File: config.mk
export PLATFORM = sky130hd
export DESIGN_NAME = spi_xfer_seq
export DESIGN_NICKNAME = d
export VERILOG_FILES = /design/src/rtl/spi_xfer_seq.sv
export SDC_FILE = /design/constraint.sdc
export NUM_CORES = 1
export LEC_CHECK = 0
export CORE_ASPECT_RATIO = 0.7
export CORE_UTILIZATION = 52
export DETAILED_ROUTE_END_ITERATION = 8
export PLACE_DENSITY = 0.73
export RECOVER_POWER = 100
export SLEW_MARGIN = 0
export SYNTH_ARGS = -nofsm -noshare
export SYNTH_HDL_FRONTEND = slang
export SYNTH_SLANG_ARGS = --single-unit
File: constraint.sdc
create_clock -name clk -period 4.07 [get_ports clk]
set_input_delay 0.814 -clock clk [delete_from_list [all_inputs] [get_ports clk]]
set_output_delay 0.814 -clock clk [all_outputs]
set_load 0.01 [all_outputs]
File: src/rtl/spi_xfer_seq.sv
`default_nettype none
// +--------------------------------------------------------------------------+
// | Module  : spi_xfer_seq                                                    |
// | Purpose : Burst sequencer in front of the SPI word engine. Host TX words |
// |           are queued in a TX FIFO and handed to the engine one at a time |
// |           through a start/tx_data handshake; each received word goes     |
// |           into an RX FIFO. A go command runs burst_len words, then a     |
// |           one-cycle done pulse is raised.                                |
// | Ports   : clk/rst_n         clock, async active-low reset                 |
// |           tx_*              host TX FIFO write side and status           |
// |           rx_*              host RX FIFO read side (show-ahead), status  |
// |           burst_len/go/abort/flush  burst control                        |
// |           busy/done/rx_ovf  burst status                                 |
// |           fsm_*             handshake with the SPI word engine           |
// | Option  : SPI_XFER_RX_BACKPRESSURE_EN - when defined, a word is only     |
// |           issued while the RX FIFO has room, so nothing is ever dropped  |
// |           and rx_ovf stays 0. Otherwise a word completing into a full    |
// |           RX FIFO is dropped and rx_ovf is set (sticky until flush).     |
// | Revision: 1.0 - initial release                                          |
// +--------------------------------------------------------------------------+
module spi_xfer_seq #(
  parameter int WORD_W     = 8,
  parameter int FIFO_DEPTH = 8,
  parameter int LEN_W      = 8
) (
  input  logic                            clk,
  input  logic                            rst_n,
  input  logic [WORD_W-1:0]               tx_wdata,
  input  logic                            tx_push,
  output logic                            tx_full,
  output logic [$clog2(FIFO_DEPTH):0]     tx_level,
  output logic [WORD_W-1:0]               rx_rdata,
  input  logic                            rx_pop,
  output logic                            rx_empty,
  input  logic [LEN_W-1:0]                burst_len,
  input  logic                            go,
  input  logic                            abort,
  input  logic                            flush,
  output logic                            busy,
  output logic                            done,
  output logic                            rx_ovf,
  output logic                            fsm_start,
  output logic [WORD_W-1:0]               fsm_tx_data,
  output logic                            fsm_tx_data_valid,
  input  logic [WORD_W-1:0]               fsm_rx_data,
  input  logic                            fsm_rx_data_valid,
  input  logic                            fsm_done
);

  localparam int AW = $clog2(FIFO_DEPTH);
  localparam int CW = AW + 1;
  localparam logic [CW-1:0] C_FULL = CW'(FIFO_DEPTH);

  typedef enum logic [1:0] {
    S_IDLE = 2'd0,
    S_LOAD = 2'd1,
    S_WAIT = 2'd2,
    S_DONE = 2'd3
  } state_t;

  state_t             r_state, w_state_nxt;
  logic [LEN_W-1:0]   r_remaining, w_remaining_nxt;

  logic [WORD_W-1:0]  r_tx_mem [FIFO_DEPTH];
  logic [AW-1:0]      r_tx_wr, r_tx_rd;
  logic [CW-1:0]      r_tx_cnt;
  logic [WORD_W-1:0]  r_rx_mem [FIFO_DEPTH];
  logic [AW-1:0]      r_rx_wr, r_rx_rd;
  logic [CW-1:0]      r_rx_cnt;

  logic w_tx_empty, w_tx_full, w_rx_empty, w_rx_full;
  logic w_flush, w_load_ok, w_word_fire, w_word_done;
  logic w_tx_push, w_tx_pop, w_rx_push, w_rx_pop;

  assign w_tx_empty = (r_tx_cnt == '0);
  assign w_tx_full  = (r_tx_cnt == C_FULL);
  assign w_rx_empty = (r_rx_cnt == '0);
  assign w_rx_full  = (r_rx_cnt == C_FULL);

  // Flush only acts between bursts so an in-flight burst never loses data.
  assign w_flush = flush && (r_state == S_IDLE);

`ifdef SPI_XFER_RX_BACKPRESSURE_EN
  // Hold off the next word until the host has made room for its reply.
  assign w_load_ok = !w_tx_empty && !w_rx_full;
`else
  assign w_load_ok = !w_tx_empty;
`endif

  // A same-cycle pop frees a slot, so a push into a full FIFO is taken then.
  assign w_tx_pop  = w_word_fire;
  assign w_tx_push = tx_push && (!w_tx_full || w_tx_pop) && !w_flush;
  assign w_rx_pop  = rx_pop && !w_rx_empty && !w_flush;
  assign w_rx_push = w_word_done && fsm_rx_data_valid && (!w_rx_full || w_rx_pop);

  // ---------------- state machine ----------------
  always_ff @(posedge clk or negedge rst_n) begin
    if (!rst_n) begin
      r_state     <= S_IDLE;
      r_remaining <= '0;
    end else begin
      r_state     <= w_state_nxt;
      r_remaining <= w_remaining_nxt;
    end
  end

  always_comb begin
    w_state_nxt     = r_state;
    w_remaining_nxt = r_remaining;
    w_word_fire     = 1'b0;
    w_word_done     = 1'b0;
    if (abort) begin
      // Abort beats everything, including a same-cycle go or fsm_done.
      w_state_nxt     = S_IDLE;
      w_remaining_nxt = '0;
    end else begin
      case (r_state)
        S_IDLE: begin
          if (go && (burst_len != '0)) begin
            w_state_nxt     = S_LOAD;
            w_remaining_nxt = burst_len;
          end
        end
        S_LOAD: begin
          if (w_load_ok) begin
            w_word_fire = 1'b1;
            w_state_nxt = S_WAIT;
          end
        end
        S_WAIT: begin
          if (fsm_done) begin
            w_word_done     = 1'b1;
            w_remaining_nxt = r_remaining - LEN_W'(1);
            w_state_nxt     = (r_remaining == LEN_W'(1)) ? S_DONE : S_LOAD;
          end
        end
        default: w_state_nxt = S_IDLE;   // S_DONE
      endcase
    end
  end

  assign busy              = (r_state != S_IDLE);
  assign done              = (r_state == S_DONE) && !abort;
  assign fsm_start         = w_word_fire;
  assign fsm_tx_data_valid = w_word_fire;
  assign fsm_tx_data       = w_word_fire ? r_tx_mem[r_tx_rd] : '0;

  // ---------------- TX FIFO ----------------
  always_ff @(posedge clk) begin
    if (w_tx_push) r_tx_mem[r_tx_wr] <= tx_wdata;
  end

  always_ff @(posedge clk or negedge rst_n) begin
    if (!rst_n) begin
      r_tx_wr  <= '0;
      r_tx_rd  <= '0;
      r_tx_cnt <= '0;
    end else if (w_flush) begin
      r_tx_wr  <= '0;
      r_tx_rd  <= '0;
      r_tx_cnt <= '0;
    end else begin
      if (w_tx_push) r_tx_wr <= r_tx_wr + AW'(1);
      if (w_tx_pop)  r_tx_rd <= r_tx_rd + AW'(1);
      if (w_tx_push && !w_tx_pop)      r_tx_cnt <= r_tx_cnt + CW'(1);
      else if (!w_tx_push && w_tx_pop) r_tx_cnt <= r_tx_cnt - CW'(1);
    end
  end

  assign tx_full  = w_tx_full;
  assign tx_level = r_tx_cnt;

  // ---------------- RX FIFO ----------------
  always_ff @(posedge clk) begin
    if (w_rx_push) r_rx_mem[r_rx_wr] <= fsm_rx_data;
  end

  always_ff @(posedge clk or negedge rst_n) begin
    if (!rst_n) begin
      r_rx_wr  <= '0;
      r_rx_rd  <= '0;
      r_rx_cnt <= '0;
    end else if (w_flush) begin
      r_rx_wr  <= '0;
      r_rx_rd  <= '0;
      r_rx_cnt <= '0;
    end else begin
      if (w_rx_push) r_rx_wr <= r_rx_wr + AW'(1);
      if (w_rx_pop)  r_rx_rd <= r_rx_rd + AW'(1);
      if (w_rx_push && !w_rx_pop)      r_rx_cnt <= r_rx_cnt + CW'(1);
      else if (!w_rx_push && w_rx_pop) r_rx_cnt <= r_rx_cnt - CW'(1);
    end
  end

  assign rx_empty = w_rx_empty;
  // Storage is not reset; hide stale contents while empty.
  assign rx_rdata = w_rx_empty ? '0 : r_rx_mem[r_rx_rd];

`ifdef SPI_XFER_RX_BACKPRESSURE_EN
  assign rx_ovf = 1'b0;
`else
  logic r_rx_ovf;
  logic w_rx_drop;

  assign w_rx_drop = w_word_done && fsm_rx_data_valid && !w_rx_push;

  always_ff @(posedge clk or negedge rst_n) begin
    if (!rst_n)         r_rx_ovf <= 1'b0;
    else if (w_flush)   r_rx_ovf <= 1'b0;
    else if (w_rx_drop) r_rx_ovf <= 1'b1;
  end

  assign rx_ovf = r_rx_ovf;
`endif

endmodule
`default_nettype wire

==> results of run 1 <==
-- final cells by class --
| type | instances | area (um2) |
|---|---|---|
| Inverter | 15 | 56.3 |
| Multi-Input combinational cell | 248 | 2170 |
| Clock buffer | 18 | 429 |
| Clock inverter | 14 | 175 |
| Timing Repair Buffer | 83 | 689 |
| Tap cell | 166 | 208 |
| Fill cell | 966 | 4790 |
| Sequential cell | 159 | 4620 |
-- placed cells by master (no fill, tap or decap), types with 4 or more instances in the layout --
cell / n
a211oi_1: 6
a21oi_1: 19
clkbuf_1: 22
clkbuf_16: 17
clkdlybuf4s50_1: 20
dfrtp_1: 31
dlygate4sd3_1: 39
edfxtp_1: 128
ha_1: 10
inv_1: 15
inv_6: 5
mux2i_1: 21
mux4_2: 32
nand2_1: 16
nand2b_1: 5
nor2_1: 47
nor2b_1: 4
nor3_1: 10
nor3b_1: 6
nor4_1: 9
o21ai_0: 9
or2_2: 4
xnor2_1: 7
xor2_1: 4
-- critical path, cell delays in order, from the launching register on --
cell	delay, ns
dfrtp_1	0.66
clkbuf_2	0.45
mux4_2	0.57
mux2i_1	0.14
nor2_1	0.05
clkdlybuf4s50_1	0.49
-- kinds of logic (layout without fill, tap and decap cells) --
family / after synthesis / in the layout
and+or+nand+nor: 124 / 124
adders and majority gates: 12 / 12
buffers and inverters: 42 / 130
DFF: 159 / 159
muxes: 54 / 54
xor gates and xnor gates: 11 / 11
AOI/OAI and AO/OA: 47 / 47
-- per-stage QoR --
step	setup WS [ns]	total power, mW	util [%]	cell area (um2)	cells
global placement	0.530	3.22	59.8	7860	671
finish	0.472	4.77	63.5	8350	703
CTS	0.521	4.88	64.4	8460	703
global route	0.251	5.01	63.5	8350	703
floorplan	1.20	2.84	-	7020	449
detailed placement	0.323	3.27	59.8	7860	671
-- routing by layer --
metal | global-route usage (%) | vias to the layer above | wire length, um
li1 | - | 1870 | -
met5 | 0 | - | 0
met4 | 7.78 | 0 | 180
met2 | 32.0 | 110 | 6240
met3 | 5.15 | 16 | 654
met1 | 29.7 | 1983 | 6220
-- flip-flops by register name (all words and copies together), names as in the netlist --
name	cells
r_remaining	8
r_rx_cnt	4
r_rx_mem	64
r_rx_rd	3
r_rx_wr	3
r_state	2
r_tx_mem	64
r_tx_rd	3
r_tx_wr	3
rx_ovf	1
tx_level	4
-- where the power goes --
| part | total (mW) | internal, mW | switching [mW] |
|---|---|---|---|
| Combinational | 1.11 | 0.576 | 0.533 |
| Clock | 1.60 | 0.928 | 0.676 |
| Sequential | 2.06 | 1.88 | 0.177 |
-- worst max path at each step --
stage                                start                        to  slack, ns  depth (start not counted)
finish              r_rx_rd[0]$_DFFE_PN0P_               rx_rdata[3]       0.47                          5
global route        r_rx_rd[0]$_DFFE_PN0P_               rx_rdata[2]       0.25                          5
global placement                     abort            fsm_tx_data[7]       0.53                          5
detailed placement                   abort   r_rx_cnt[3]$_DFFE_PN0P_       0.32                         12
CTS                                  abort            fsm_tx_data[4]       0.52                          5
floorplan                            abort  r_tx_mem[4][0]$_DFFE_PP_       1.20                          4
==> summary.txt, run 1 <==
Status
  – Outcome: finished, violations left
  – Violated checks: max-capacitance violations, max-slew violations

Clock network
  – Clock-pin slew on the worst setup and hold paths: 0.06 ns
  – Setup Fix Bufs, Post-CTS: 0
  – Max Root-Sink Buffers: 2
  – CTS Buf Count: 17
  – H-tree levels: 4
  – Clk Latency, worst-skew pair: 0.42 ns
  – CTS tree: yes
  – Post-CTS Hold Fix Bufs: 0
  – CTS-repair resized insts: 0
  – Root Buffer: clkbuf_16
  – Clock sinks: 159

Setup path
  – RR Endpoint: tx_level[3]$_DFFE_PN0P_
  – Startpoint types: register
  – Critical path arrival: 2.78 ns
  – Critical path type: register to primary output
  – Worst Path Required: 3.26 ns
  – FF-to-FF path depth: 10
  – Worst reg-to-reg setup slack: 0.80 ns
  – Worst Path Max Fanout: 10
  – Reg-to-Reg Start: tx_level[0]$_DFFE_PN0P_
  – Critical Path End Type: primary output

Yosys
  – Largest family of logic cells by synthesized area: multiplexers
  – Cell Area, Synth: 0.00702 mm2
  – Netlist cell types: 55
  – Mux contribution to synthesized area: 13.4%
  – Most instantiated cells after synthesis: edfxtp_1, nor2_1, mux4_2
  – Most used DFF post-synth: edfxtp_1
  – Post-synthesis simple-gate area fraction: 9.51%
  – Largest cells by area after synthesis: edfxtp_1, dfrtp_1, mux4_2
  – Most frequent cell after synthesis: edfxtp_1
  – Synth area leader: edfxtp_1
  – Synthesized area per cell: 15.6 um2
  – Adder-Cell Fraction of Synth Area: 2.35%
  – Synth Area in Compound Gates: 4.67%
  – Synth top area share: 54.8%
  – Post-Syn Nets: 494
  – Post-synth EDFFs: 128
  – Share of synthesized flip-flops with an asynchronous set or reset: 19.5%
  – Register bit total from synthesis: 159
  – Syn Inst Count: 449
  – Register area share after synthesis: 65.8%
  – Post-Synth XOR/XNOR Area: 1.48%
  – Syn. warnings: 0

Detailed routing
  – DRC: 0
  – Average routed wire per standard cell: 18.9 um
  – Vias per inst: 5.66
  – DRT Pass-1 Iters: 4
  – 1st-iter DRT viols: 173
  – Vias after detailed routing: 3979
  – Total Wirelength: 13300 um
  – ANT nets after route: 0

Global routing
  – Largest net degree at the start of global routing: 32
  – Initial antenna violation count: 0
  – Tot GR Track Use: 21.0%
  – Grt ovf: 0
  – Number of global-route vias before repair: 3980
  – Global-route wire length before repair: 21500 um

Worst hold path
  – Hold endpoint: rx_ovf$_DFFE_PN0P_
  – Hold crit path type: register to register
  – Hold Crit Start: rx_ovf$_DFFE_PN0P_
  – Worst Hold Depth: 2

Floorplanning
  – Initial Utilization: 53.4%
  – # IOs: 60
  – Die W: 141 um
  – Core box area: 0.0131 mm2
  – Full die area: 0.0140 mm2
  – Row cnt: 35
  – Die Ht: 99.2 um

Power and ir drop
  – PD cells: 572 mW/mm2
  – Max VDD drop: 0.373 mV
  – P_leak: 2.92 nW

Placement
  – GP Congestion: 0.773
  – PortBufs: 59
  – Hpwl dp: 8800 um

STA
  – Final period utilization: 88.4%
  – Setup violators final: 0
  – Setup TNS: 0 ns
  – Skew final: 0.00886 ns
  – Hold_ws: 0.498 ns
  – Slew Viols, Final: 32
  – F_max: 0.278 GHz
  – Final Hold Fails: 0
  – Min Tclk post-route: 3.60 ns
  – Relative slew slack: -12.8%
  – Measured slew at the worst slew-check pin: 1.69 ns
  – RSZ-0062 raised after global routing: no

Flow run
  – Max-cap violations: 1

Layout
  – # diodes: 0
  – Area Overhead vs Synth: 19.0%
  – Final Net Count: 569
  – Layout cell share with drive strength beyond 1: 14.3%
Note: power is estimated with default switching activity, not from simulation.
==> inputs of run 2 (changes only) <==
- CORE_MARGIN: not set -> 3
==> summary.txt, run 2 (synthesis results as in run 1) <==
Status
  – Outcome: finished, violations left (unchanged)
  – Violated checks: max-capacitance violations, max-slew violations (unchanged)

Global routing
  – Number of global-route vias before repair: 4092 (was 3980)
  – Global-route wire length before repair: 22200 um (was 21500 um)
  – Initial antenna violation count: 0 (unchanged)
  – Largest net degree at the start of global routing: 32 (unchanged)
  – Grt ovf: 0 (unchanged)
  – Tot GR Track Use: 20.2% (was 21.0%)

Detailed routing
  – DRT Pass-1 Iters: 4 (unchanged)
  – Vias per inst: 5.64 (was 5.66)
  – DRC: 0 (unchanged)
  – Total Wirelength: 14000 um (was 13300 um)
  – ANT nets after route: 0 (unchanged)
  – Vias after detailed routing: 4057 (was 3979)
  – 1st-iter DRT viols: 198 (was 173)
  – Average routed wire per standard cell: 19.4 um (was 18.9 um)

Clock network
  – Clock sinks: 159 (unchanged)
  – CTS tree: yes (unchanged)
  – Post-CTS Hold Fix Bufs: 0 (unchanged)
  – Root Buffer: clkbuf_16 (unchanged)
  – Clock-pin slew on the worst setup and hold paths: 0.06 ns (about the same)
  – CTS-repair resized insts: 0 (unchanged)
  – CTS Buf Count: 17 (unchanged)
  – Clk Latency, worst-skew pair: 0.42 ns (about the same)
  – Setup Fix Bufs, Post-CTS: 0 (unchanged)
  – Max Root-Sink Buffers: 2 (unchanged)
  – H-tree levels: 4 (unchanged)

Placement
  – PortBufs: 59 (unchanged)
  – Hpwl dp: 9090 um (was 8800 um)
  – GP Congestion: 0.796 (was 0.773)

Power and ir drop
  – Max VDD drop: 0.356 mV (was 0.373 mV)
  – PD cells: 564 mW/mm2 (was 572 mW/mm2)
  – P_leak: 2.92 nW (about the same)

STA
  – Measured slew at the worst slew-check pin: 1.73 ns (was 1.69 ns)
  – Relative slew slack: -15.1% (was -12.8%)
  – Min Tclk post-route: 3.65 ns (was 3.60 ns)
  – Hold_ws: 0.528 ns (was 0.498 ns)
  – Skew final: 0.0109 ns (was 0.00886 ns)
  – Slew Viols, Final: 32 (unchanged)
  – Setup TNS: 0 ns (unchanged)
  – F_max: 0.274 GHz (was 0.278 GHz)
  – Setup violators final: 0 (unchanged)
  – Final Hold Fails: 0 (unchanged)
  – RSZ-0062 raised after global routing: no (unchanged)
  – Final period utilization: 89.6% (was 88.4%)

Layout
  – # diodes: 0 (unchanged)
  – Layout cell share with drive strength beyond 1: 14.3% (about the same)
  – Most frequent cells in the layout: edfxtp_1, nor2_1, dlygate4sd3_1, mux4_2, dfrtp_1 (unchanged)
  – Final Net Count: 571 (was 569)
  – Commonest non-fill, non-tap cell in the layout: edfxtp_1 (unchanged)
  – Top Registers: r_rx_mem: 64 flops, r_tx_mem: 64 flops, r_remaining: 8 flops (unchanged)
  – Area Overhead vs Synth: 19.0% (about the same)

Floorplanning
  – # IOs: 60 (unchanged)
  – Die Ht: 103 um (was 99.2 um)
  – Die W: 145 um (was 141 um)
  – Row cnt: 34 (was 35)
  – Core box area: 0.0128 mm2 (was 0.0131 mm2)
  – Full die area: 0.0149 mm2 (was 0.0140 mm2)
  – Initial Utilization: 54.8% (was 53.4%)

Setup path
  – Reg-to-Reg Start: tx_level[0]$_DFFE_PN0P_ (unchanged)
  – Critical path arrival: 2.83 ns (was 2.78 ns)
  – Startpoint types: register (unchanged)
  – RR Endpoint: tx_level[3]$_DFFE_PN0P_ (unchanged)
  – FF-to-FF path depth: 10 (unchanged)
  – Critical path type: register to primary output (unchanged)
  – Critical Path End Type: primary output (unchanged)
  – Worst Path Required: 3.26 ns (about the same)
  – Worst Path Max Fanout: 8 (was 10)
  – Worst reg-to-reg setup slack: 0.75 ns (was 0.80 ns)

Worst hold path
  – Worst Hold Depth: 2 (unchanged)
  – Hold crit path type: register to register (unchanged)
  – Hold Crit Start: rx_ovf$_DFFE_PN0P_ (unchanged)
  – Hold endpoint: rx_ovf$_DFFE_PN0P_ (unchanged)

Flow run
  – Max-cap violations: 1 (unchanged)
run 2: where the power goes:
| group | leakage [nW] | total (mW) | internal, mW | switching [mW] |
|---|---|---|---|---|
| logic | 1.07 | 1.11 | 0.577 | 0.537 |
| clock network | 0.282 | 1.54 | 0.865 | 0.678 |
| registers | 1.57 | 2.06 | 1.88 | 0.176 |
| total | 2.92 | 4.71 | 3.32 | 1.39 |
run 2: per-stage QoR:
stage	instances	utilization (%)	worst slack (ns)	cell area [um2]	total power, mW
global placement	687	61.7	0.507	7900	3.24
floorplan	449	-	1.20	7020	2.84
global route	719	65.2	0.188	8350	4.97
finish	719	65.2	0.424	8350	4.71
CTS	719	66.2	0.475	8480	4.84
detailed placement	687	61.7	0.440	7900	3.28
run 2: worst max-delay path by stage:
stage / from / slack (ns) / end / cells after the start
final: r_rx_rd[0]$_DFFE_PN0P_ / 0.42 / rx_rdata[0] / 5
after global placement: abort / 0.51 / fsm_tx_data[1] / 5
after floorplan: abort / 1.20 / r_tx_mem[4][0]$_DFFE_PP_ / 4
after detailed placement: abort / 0.44 / r_rx_cnt[3]$_DFFE_PN0P_ / 12
after global routing: abort / 0.19 / r_rx_cnt[3]$_DFFE_PN0P_ / 12
after CTS: abort / 0.47 / fsm_tx_data[3] / 5
run 2: layout make-up:
type	count	area, um2
Sequential cell	159	4620
Fill cell	919	4460
Multi-Input combinational cell	248	2160
Timing Repair Buffer	85	703
Clock buffer	18	429
Tap cell	180	225
Clock inverter	14	151
Inverter	15	56.3
run 2: layer usage:
layer / GRT usage, % / part of all wire (%) / wire (um) / vias to the layer above
li1: - / - / - / 1873
met1: 30.2 / 47 / 6600 / 2061
met2: 30.1 / 47 / 6560 / 113
met3: 3.91 / 5.0 / 694 / 10
met4: 7.10 / 0.87 / 121 / 0
met5: 0 / 0 / 0 / -
run 2: worst max-delay path, stage by stage, from the launching register on:
cell,delay [ns]
dfrtp_1,0.63
clkbuf_1,0.41
mux4_2,0.57
mux2i_1,0.14
nor2_1,0.05
dlygate4sd3_1,0.62
